**src/rtl/fetch_queue.sv**
```systemverilog
`default_nettype none
// ============================================================================
//  Module      : fetch_queue
//  Description : Instruction fetch front-end. Owns the fetch PC, issues
//                in-order word requests to a variable-latency instruction
//                memory, buffers returned words with their PCs in a small
//                prefetch FIFO and hands them downstream over valid/ready.
//                Supports branch redirect (flush of queued and in-flight
//                wrong-path fetches) and latches the halt opcode 7'h7F.
//  Parameters  : DEPTH    - prefetch FIFO entries (power of two, >= 2);
//                           also caps in-flight plus buffered requests
//                RESET_PC - fetch PC after reset (4-byte aligned)
//  Ports       : clk, rst_n (async, active-low)
//                imem_req/imem_addr/imem_ready    - request channel
//                imem_rvalid/imem_rdata           - in-order response channel
//                redirect/redirect_pc             - branch redirect
//                out_valid/out_instr/out_pc/out_ready - downstream handshake
//                halted                           - halt delivered, fetch off
//  Options     : FETCH_BYPASS_EN - when defined, a response arriving while the
//                FIFO is empty and nothing is being discarded is presented
//                combinationally in the same cycle.
//  Revision    : 1.0 - initial release
// ============================================================================
module fetch_queue #(
    parameter int          DEPTH    = 4,
    parameter logic [63:0] RESET_PC = 64'h0
) (
    input  logic        clk,
    input  logic        rst_n,
    output logic        imem_req,
    output logic [63:0] imem_addr,
    input  logic        imem_ready,
    input  logic        imem_rvalid,
    input  logic [31:0] imem_rdata,
    input  logic        redirect,
    input  logic [63:0] redirect_pc,
    output logic        out_valid,
    output logic [31:0] out_instr,
    output logic [63:0] out_pc,
    input  logic        out_ready,
    output logic        halted
);

    localparam int c_AW   = $clog2(DEPTH);
    localparam int c_CW   = c_AW + 1;      // holds 0..DEPTH
    localparam int c_SUMW = c_CW + 1;

    logic [63:0]     r_fpc;
    logic [63:0]     r_rpc;
    logic [63:0]     r_pc_mem    [DEPTH];
    logic [31:0]     r_instr_mem [DEPTH];
    logic [c_AW-1:0] r_wr_ptr;
    logic [c_AW-1:0] r_rd_ptr;
    logic [c_CW-1:0] r_count;
    logic [c_CW-1:0] r_outstanding;
    logic [c_CW-1:0] r_discard;
    logic            r_halted;

    logic [c_SUMW-1:0] w_sum;
    logic [c_CW-1:0]   w_outst_nxt;
    logic [63:0]       w_redir_pc;
    logic              w_accept;
    logic              w_rsp;
    logic              w_redir;
    logic              w_rsp_live;
    logic              w_byp;
    logic              w_pop;
    logic              w_pop_fifo;
    logic              w_push;
    logic              w_halt_hit;
    logic              w_unused;

    assign w_unused   = &{1'b0, redirect_pc[1:0]};
    assign w_redir_pc = {redirect_pc[63:2], 2'b00};

    // Credits: buffered plus in-flight never exceeds DEPTH, so every
    // response is guaranteed a FIFO slot.
    assign w_sum     = c_SUMW'(r_count) + c_SUMW'(r_outstanding);
    assign imem_req  = rst_n && !r_halted && (w_sum < c_SUMW'(DEPTH));
    assign imem_addr = r_fpc;
    assign w_accept  = imem_req && imem_ready;

    // Responses with nothing tracked (e.g. stragglers from before a reset)
    // are ignored so the counters cannot underflow.
    assign w_rsp       = imem_rvalid && (r_outstanding != '0);
    assign w_outst_nxt = r_outstanding + c_CW'(w_accept) - c_CW'(w_rsp);

    assign w_redir    = redirect && !r_halted;
    // A response that belongs to the current path and may be delivered.
    assign w_rsp_live = w_rsp && (r_discard == '0) && !r_halted && !w_redir;

`ifdef FETCH_BYPASS_EN
    assign w_byp     = w_rsp && (r_discard == '0) && (r_count == '0) && !r_halted;
    assign out_valid = ((r_count != '0) || w_byp) && !r_halted;
    assign out_instr = w_byp ? imem_rdata : r_instr_mem[r_rd_ptr];
    assign out_pc    = w_byp ? r_rpc      : r_pc_mem[r_rd_ptr];
`else
    assign w_byp     = 1'b0;
    assign out_valid = (r_count != '0) && !r_halted;
    assign out_instr = r_instr_mem[r_rd_ptr];
    assign out_pc    = r_pc_mem[r_rd_ptr];
`endif

    // A redirect voids any same-cycle pop, including a would-be halt.
    assign w_pop      = out_valid && out_ready && !w_redir;
    assign w_pop_fifo = w_pop && !w_byp;
    assign w_push     = w_rsp_live && !(w_byp && w_pop);
    assign w_halt_hit = w_pop && (out_instr[6:0] == 7'h7F);
    assign halted     = r_halted;

    always_ff @(posedge clk or negedge rst_n) begin
        if (!rst_n) begin
            r_fpc         <= RESET_PC;
            r_rpc         <= RESET_PC;
            r_wr_ptr      <= '0;
            r_rd_ptr      <= '0;
            r_count       <= '0;
            r_outstanding <= '0;
            r_discard     <= '0;
            r_halted      <= 1'b0;
            for (int i = 0; i < DEPTH; i++) begin
                r_pc_mem[i]    <= '0;
                r_instr_mem[i] <= '0;
            end
        end else begin
            r_outstanding <= w_outst_nxt;
            if (w_redir) begin
                // Everything still in flight after this edge is wrong-path,
                // including a request accepted right now; a response arriving
                // right now is dropped here and so is not counted.
                r_fpc     <= w_redir_pc;
                r_rpc     <= w_redir_pc;
                r_wr_ptr  <= '0;
                r_rd_ptr  <= '0;
                r_count   <= '0;
                r_discard <= w_outst_nxt;
            end else begin
                if (w_accept) begin
                    r_fpc <= r_fpc + 64'd4;
                end
                if (w_rsp && (r_discard != '0)) begin
                    r_discard <= r_discard - c_CW'(1);
                end
                if (w_rsp_live) begin
                    r_rpc <= r_rpc + 64'd4;
                end
                if (w_push) begin
                    r_pc_mem[r_wr_ptr]    <= r_rpc;
                    r_instr_mem[r_wr_ptr] <= imem_rdata;
                    r_wr_ptr              <= r_wr_ptr + c_AW'(1);
                end
                if (w_pop_fifo) begin
                    r_rd_ptr <= r_rd_ptr + c_AW'(1);
                end
                r_count <= r_count + c_CW'(w_push) - c_CW'(w_pop_fifo);
                if (w_halt_hit) begin
                    r_halted <= 1'b1;
                end
            end
        end
    end

endmodule
`default_nettype wire

```
**config.mk**
```make
export PLATFORM = sky130hd
export DESIGN_NAME = fetch_queue
export DESIGN_NICKNAME = d
export VERILOG_FILES = /design/src/rtl/fetch_queue.sv
export SDC_FILE = /design/constraint.sdc
export NUM_CORES = 1
export LEC_CHECK = 0
export BUFFER_PORTS_ARGS = -buffer_cell sky130_fd_sc_hd__buf_2
export CAP_MARGIN = 30
export CORE_ASPECT_RATIO = 1.2
export CORE_MARGIN = 1.5
export CORE_UTILIZATION = 45
export CTS_CLUSTER_DIAMETER = 40
export DETAILED_ROUTE_END_ITERATION = 10
export HOLD_SLACK_MARGIN = 0.12
export RECOVER_POWER = 100
export SYNTH_ARGS = -nofsm -noshare
export SYNTH_HDL_FRONTEND = slang
export SYNTH_SLANG_ARGS = --single-unit
```
**constraint.sdc**
```tcl
create_clock -name clk -period 3.8 [get_ports clk]
set_clock_uncertainty 0.1 [all_clocks]
set_input_delay 0.38 -clock clk [delete_from_list [all_inputs] [get_ports clk]]
set_output_delay 0.38 -clock clk [all_outputs]
set_load 0.005 [all_outputs]
```
Word level (Yosys, flattened, before mapping)
Index checks and enable logic that the tools add are counted.
{"block": "totals", "ff_bits": 526, "inputBits": 102, "out_inout_bits": 163}
{"block": "op_classes", "add_sub_neg": 10, "magnitude_cmp": 4, "eq_ne": 1, "mux": 23, "bitwise_logic": 3, "reduce_logical": 26}
{"op": "$mux W64", "n": 7}
{"op": "$bwmux W256", "n": 1}
{"op": "$add A64 B3 Y64 const B", "n": 2}
{"op": "$bmux W64 S2", "n": 1}
{"op": "$bwmux W128", "n": 1}
{"op": "$demux W64 S2", "n": 1}
{"op": "$mux W32", "n": 3}
{"op": "$bmux W32 S2", "n": 1}
{"op": "$demux W32 S2", "n": 1}
{"op": "$logic_and A1 B1 Y1", "n": 14}
{"op": "$mux W3", "n": 3}
{"op": "$reduce_bool A3 Y1", "n": 3}
{"op": "$mux W2", "n": 4}
{"op": "$reduce_bool A2 Y1", "n": 4}
{"op": "$eq A7 B7 Y1 const B", "n": 1}
{"op": "$add A3 B1 Y3", "n": 2}
{"op": "$ge A3 B3 Y1 const B", "n": 2}
{"op": "$not A2 Y3", "n": 2}
{"op": "$sub A3 B1 Y3", "n": 2}
{"op": "$add A2 B1 Y2 const B", "n": 2}
{"op": "$add A3 B3 Y4", "n": 1}
{"op": "$lt A4 B3 Y1 const B", "n": 1}
{"op": "$reduce_and A2 Y1", "n": 2}
{"op": "$logic_not A3 Y1", "n": 1}
{"op": "other kinds (4)", "n": 5}

Logic depth before layout (Yosys ltp)
Gate-level depths: netlist of the first run.
{"block": "depth", "ltp_word": 8, "depth_mapped": 13}

Least setup slack after synthesis of the first run
OpenSTA, ideal clock, no wires.
{"block": "synth_timing", "path_type": "register to register", "from": "register r_discard[0]", "to": "register r_count[2]", "arrival_time_ps": 2643, "t_required_ps": 3569, "setup_slack_ps": 926, "stages_incl_launch_ff": 14, "path_buffers": 0, "synth_period_minus_slack_ps": 2874, "path_cell_list": "dfrtp_1 -> inv_1 -> ha_1 -> or3b_2 -> nor3_2 -> inv_1 -> ha_1 -> inv_1 -> ha_1 -> inv_1 -> fa_1 -> xor2_1 -> xnor2_1 -> nor2_1"}
{"block": "synth_between", "elab_chain_len": 7}
{"item": "start: declaration", "line": "56", "text": "logic [c_CW-1:0] r_discard;"}
{"item": "start signal: assignment", "line": "136", "text": "r_discard <= w_outst_nxt;"}
{"item": "start signal: assignment", "line": "142", "text": "r_discard <= r_discard - c_CW'(1);"}
{"item": "$logic_not A3 Y1", "line": "90", "text": "assign w_rsp_live = w_rsp && (r_discard == '0) && !r_halted && !w_redir;"}
{"item": "$logic_and A1 B1 Y1 (3 in series)", "line": "90"}
{"item": "$add A3 B1 Y3", "line": "155", "text": "r_count <= r_count + c_CW'(w_push) - c_CW'(w_pop_fifo);"}
{"item": "$sub A3 B1 Y3", "line": "155"}
{"item": "$mux W3", "line": "127", "text": "if (w_redir) begin"}
{"item": "end signal: assignment", "line": "155"}
{"item": "end: declaration", "line": "54", "text": "logic [c_CW-1:0] r_count;"}
No other way between the ends.
A chain may end at the register's enable or synchronous reset.

Worst setup path after layout of the first run
{"block": "layout_timing", "from": "register r_outstanding[2]", "to": "register r_pc_mem[39] in the netlist's numbering"}
{"block": "layout_between", "elab_chain_len": 6}
{"item": "start: declaration", "line": "55", "text": "logic [c_CW-1:0] r_outstanding;"}
{"item": "start signal: assignment", "line": "126", "text": "r_outstanding <= w_outst_nxt;"}
{"item": "$reduce_bool A3 Y1", "line": "85", "text": "assign w_rsp = imem_rvalid && (r_outstanding != '0);"}
{"item": "$logic_and A1 B1 Y1", "line": "85"}
{"item": "$logic_and A1 B1 Y1 (3 in series)", "line": "90"}
{"item": "$reduce_and A2 Y1 (no line)"}
{"item": "end signal: indexed assignment", "line": "148", "text": "r_pc_mem[r_wr_ptr] <= r_rpc;"}
{"item": "end: declaration", "line": "50", "text": "logic [63:0] r_pc_mem [DEPTH];"}
No other way between the ends.

==> flow_summary.toml, run 1 <==
[power]
combPwrFrac_pct = 3.9
p_int_w = 0.0108
swShare_pct = 22.4
cellPowerDensity_nw_per_um2 = 462
power_switching_w = 0.00312
pwr-share-seq_pct = 40.4
clkPwrFrac_pct = 55.7
leakage_nw = 13.8
p_total_w = 0.0139
vdd_drop_max_v = 0.000364

[route]
wl_mm = 70.3
first_pass_iters = 5
vias = 17938
drcViolationCount = 0
wl_per_cell_um = 23.1
antenna_left = 0
detail_route.vias_per_cell = 5.89
drt-initial-drc-count = 1331

[floorplan]
ioPinCount = 265
core_area_um2 = 53800
initial_utilization_pct = 45.5
fp.dieW_um = 216
die_h_um = 259
dieArea_um2 = 55800
rows = 93

[setup_path]
arrival_ns = 3.87
endpoint_kind = "register"
crit_fanout = 50
worstPathRequired_ns = 4.19
criticalPathCategory = "register to register"
worstSetupStartpointType = "register"

[logic_synthesis]
synthTopCellsByCount = "dfrtp_1 (514), mux2_2 (364), nand2_1 (101)"
synth_edf_count = 0
synth_warnings = 0
ys_seq_elements = 514
yosys.area.top_type = "dfrtp_1"
ys_seq_area_share_pct = 52.5
synth.area.top_cells = "dfrtp_1 (53%), mux2_2 (17%), mux4_2 (8.6%)"
synth_top_area_share_pct = 52.5
synth_flop_cell = "dfrtp_1"
yosysMostFrequentCell = "dfrtp_1"
syn_area_um2 = 24500
synth_async_sr_flop_share_pct = 100
synth.distinct_cells = 53
syn-mean-instance-area_um2 = 12.6
synthCells = 1941

[place]
gp_congestion = 0.858
port_buffers = 258
hpwl_mm = 47.8

[clock_network]
clockBufferDepth = 3
worstSkewPairLatency_ns = 0.61
cts_root_buffer = "clkbuf_16"
cts_setup_buffers = 0
path_clk_slew_ns = 0.05
cts_buffers = 76
htreeDepth = 3
cts_tree = "built"
cts_sinks = 514

[sta]
tightest_slew_ns = 1.95
maxSlewHeadroom_pct = -30.3
setup_violations = 0
rsz0062_at_grt = "no"
tns_ns = 0
period_needed_ns = 3.47
clock.fmax_mhz = 288
hold_violations = 0
final.period_utilization_pct = 91.4
finalMaxSlewViolations = 257

[finish]
nets = 2391
syn2layout_area_growth_pct = 23.0
multi_input_area_um2 = 10900
regArea_um2 = 12900
layout-drive-gt1-share_pct = 33.9
n_fill_cell = 4582

[hold_path]
hp-class = "input port to register"

[run_status]
status = "complete, but fails checks"
violations = "capacitance limit, slew limit"

[job]
maxCapViolCount = 3

[global_route]
grt_pass1_wl_mm = 110
grt_usage_pct = 25.6
antenna_found_initial = 0
grt_max_degree = 170
grt_pass1_vias = 18821
overflow = 0
## power groups by stage
stage	Sequential (W)	Clock, W	Combinational [W]
floorplan	0.00568	0	0.000234
global placement	0.00571	0	0.000459
detailed placement	0.00571	0	0.000472
CTS	0.00562	0.00787	0.000558
global route	0.00563	0.00812	0.000618
finish	0.00562	0.00774	0.000539
## flip-flops by register name (all words and copies together) (netlist names)
register	cells
halted	1
imem_addr	62
r_outstanding	3
r_rpc	62
r_instr_mem	128
r_count	3
r_discard	3
r_wr_ptr	2
r_rd_ptr	2
r_pc_mem	248
## timing repair
item / 4_1_cts / 5_1_grt
endpoints found under the hold margin: 299 / 0
hold buffers: 97 / 0
resized for setup: 0 / 0
## final cells by class
cell class                 instances  share of cell area [%]
sequential                       514                    42.7
multi-input combinational       1249                    36.3
timing repair buffer             403                    8.28
clock buffer                      91                    6.95
tap                              712                    2.96
clock inverter                    49                    2.45
inverter                          29                   0.362
antenna                            1                 0.00831
## worst paths after layout
kind | end | startpoint | slack, ns | cells past startpoint
worst max-delay path | r_pc_mem[39] | r_outstanding[2] | 0.33 | 6
worst min-delay path | r_wr_ptr[0] | imem_rvalid | 0.35 | 6
worst max register to register | r_pc_mem[39] | r_outstanding[2] | 0.33 | 6
worst min register to register | r_pc_mem[53] | r_pc_mem[53] | 0.38 | 2
max in group asynchronous | r_pc_mem[162] | rst_n | 0.70 | 4
min in group asynchronous | r_instr_mem[8] | rst_n | 0.67 | 3
## metrics by stage
step	cells	util, %	hold WS (ns)	area [µm²]	worst slack [ns]
2_1_floorplan	1944	-	-0.0156	24500	0.926
3_3_place_gp	2809	49.5	0.357	26600	0.609
3_5_place_dp	2809	49.5	0.369	26600	0.548
4_1_cts	3046	56.5	0.333	30400	0.533
5_1_grt	3047	56.0	0.356	30100	0.168
6_report	3048	56.0	0.354	30100	0.326
## routing by layer
layer	part of all wire, %	up-vias	track usage [%]
met5	0	-	0
met2	50	539	42.6
li1	-	7936	-
met3	5.6	133	4.91
met4	3.5	0	10.9
met1	41	9330	32.7
## critical path: stages (launching register included)
cell	delay, ns
dfrtp_1	0.41
o31ai_1	0.47
nor3_1	0.10
buf_4	0.20
nand2_1	0.77
buf_4	0.80
mux2_2	0.42
## cells by family (layout without fill, tap and decap cells)
logic type | after synthesis | after routing | synth area share [%]
compound gates | 197 | 197 | 4.99
xor+xnor | 53 | 53 | 1.90
fa+ha+maj | 16 | 16 | 0.879
buf+inv | 181 | 572 | 2.94
flops | 514 | 514 | 52.5
mux | 460 | 460 | 25.5
other cells | 1 | 5 | 0.0153
simple gates | 519 | 519 | 11.3
## cells in the final DEF, fill, tap and decap left out, types with 38 or more instances in the layout
cell type	count
dfrtp_1	512
mux2_2	364
buf_2	147
clkbuf_1	126
nand2_1	97
dlygate4sd3_1	97
mux4_2	94
nor2_1	92
clkbuf_16	79
nand4_1	75
nand3_1	67
a31oi_1	48
o21ai_0	45
nor3_1	44
a21oi_1	40
or4_1	38
(Power assumes the default switching activity.)
==> run 2: changes to the inputs <==
RECOVER_POWER = default   (was 100)
==> run 2 against run 1 <==
Effect of this change:
- the flow now finishes without violations
- setup slack better by 0.18 ns
- routed wire length is 0.10% higher
- sequential power hardly changed
- combinational power is 2% higher
- die area stayed put
- design area is 1.1% higher
- total power hardly changed
- via count is 0.30% higher
- non-clock buffer count stayed put
- utilization is 0.59 points higher
- clock power hardly changed
- largest power group unchanged
- highest routed layer unchanged
==> flow_summary.toml, run 2 (synthesis results as in run 1) <==
[power]
vdd_drop_max_v = 0.000366
clkPwrFrac_pct = 55.6
combPwrFrac_pct = 4.0
swShare_pct = 22.4
cellPowerDensity_nw_per_um2 = 457
power_switching_w = 0.00311
p_total_w = 0.0139
p_int_w = 0.0108
leakage_nw = 14.4
pwr-share-seq_pct = 40.4

[route]
wl_met1_mm = 29.1
drt-initial-drc-count = 1451
dr_wl_met3_mm = 4.16
first_pass_iters = 5
vias = 17991
wl_mm = 70.4
wl_per_cell_um = 23.1
detail_route.vias_per_cell = 5.90
dr.max_layer_used = "met4"
route.met2.wl_mm = 34.6
antenna_left = 0
drcViolationCount = 0

[clock_network]
worstSkewPairLatency_ns = 0.62
clockBufferDepth = 3
cts_buffers = 76
cts_root_buffer = "clkbuf_16"
cts_sinks = 514
cts_tree = "built"
path_clk_slew_ns = 0.06
htreeDepth = 3
cts_resized = 0

[sta]
tightest_slew_ns = 1.03
final.period_utilization_pct = 86.6
hold_violations = 0
finalMaxSlewViolations = 0
maxSlewHeadroom_pct = 31.2
tns_ns = 0
period_needed_ns = 3.29
setup_violations = 0
rsz0062_at_grt = "no"
clock.fmax_mhz = 304

[finish]
syn2layout_area_growth_pct = 24.3
regMostFlops = "r_pc_mem"
layout-drive-gt1-share_pct = 39.3
largest_register_ff_count = 248
biggestRegsByFlops = "r_pc_mem (248), r_instr_mem (128)"
finalInstanceArea_um2 = 30400
nets = 2391
final_cell_mix = "dfrtp_1 (512), mux2_2 (364), buf_2 (257)"
multi_input_area_um2 = 11000
n_fill_cell = 4531
final_common_cell = "dfrtp_1"
regArea_um2 = 12900

[global_route]
grt_max_degree = 170
grt_usage_pct = 25.6
grt_pass1_vias = 18821
grt_pass1_wl_mm = 110
antenna_found_initial = 0
overflow = 0

[hold_path]
hp-class = "input port to register"

[floorplan]
core_area_um2 = 53800
dieArea_um2 = 55800
die_h_um = 259
rows = 93
ioPinCount = 265
initial_utilization_pct = 45.5
fp.dieW_um = 216

[setup_path]
worstSetupStartpointType = "register"
worstPathRequired_ns = 4.22
crit_fanout = 14
criticalPathCategory = "register to register"
arrival_ns = 3.71
endpoint_kind = "register"

[place]
port_buffers = 258
postPlaceCellArea_um2 = 26600
hpwl_mm = 47.8
gp_congestion = 0.858

[run_status]
status = "finished, final reports clean"

[job]
maxCapViolCount = 0
[run 2: cell count changes in the layout (fill, tap and decap cells not counted), moves of 3 or more]
cell      before  now
buf_12         3    9
buf_2        147  257
buf_4         18   38
clkbuf_1     126    5
clkbuf_2       9    0
clkbuf_4       5    0
nand2_2        3    0
nand2_4        1    5
[run 2: stage by stage]
stage	utilization [%]	hold slack (ns)	cells	setup slack [ns]
after detailed placement	49.5	0.369	2809	0.548
after floorplan	-	-0.0156	1944	0.926
final	56.6	0.377	3048	0.508
after CTS	56.5	0.333	3046	0.533
after global routing	56.6	0.380	3047	0.306
after global placement	49.5	0.357	2809	0.609
[run 2: critical path: stages (launching register included)]
cell and delay (ns):
dfrtp_1 0.45, nand3_1 0.35, nor4_1 0.66, nand4_1 0.74, or4_1 0.72, a31oi_1 0.18
[run 2: power groups by stage]
stage	Sequential, W	Combinational, W	Clock (W)
after floorplan	0.00568	0.000234	0
after global placement	0.00571	0.000459	0
after detailed placement	0.00571	0.000472	0
after CTS	0.00562	0.000558	0.00787
after global routing	0.00563	0.000627	0.00812
final	0.00562	0.000549	0.00773
[run 2: routing by layer]
layer	global-route usage, %	vias to the layer above
met3	4.91	138
met4	10.9	0
li1	-	7946
met1	32.7	9321
met2	42.6	586
met5	0	-
[run 2: worst paths after layout]
path                            slack, ns             end          start  cells past startpoint
min in group asynchronous            0.44  r_instr_mem[8]          rst_n                      3
worst max register to register       0.51   imem_addr[63]  imem_addr[32]                      5
worst max-delay path                 0.51   imem_addr[63]  imem_addr[32]                      5
worst min register to register       0.38    r_pc_mem[53]   r_pc_mem[53]                      2
worst min-delay path                 0.38     r_wr_ptr[0]    imem_rvalid                      6
max in group asynchronous            1.17   r_pc_mem[166]          rst_n                      5
[run 2: what timing repair did]
action	in CTS	in global routing
hold buffers	97	0
buffers inserted	0	0
hold endpoints to repair	299	0
[run 2: cell type report]
cell class	count	area share [%]
sequential	514	42.3
multi-input combinational	1249	36.0
timing repair buffer	403	9.09
clock buffer	91	6.88
tap	712	2.93
clock inverter	49	2.42
inverter	29	0.358
antenna	1	0.00823
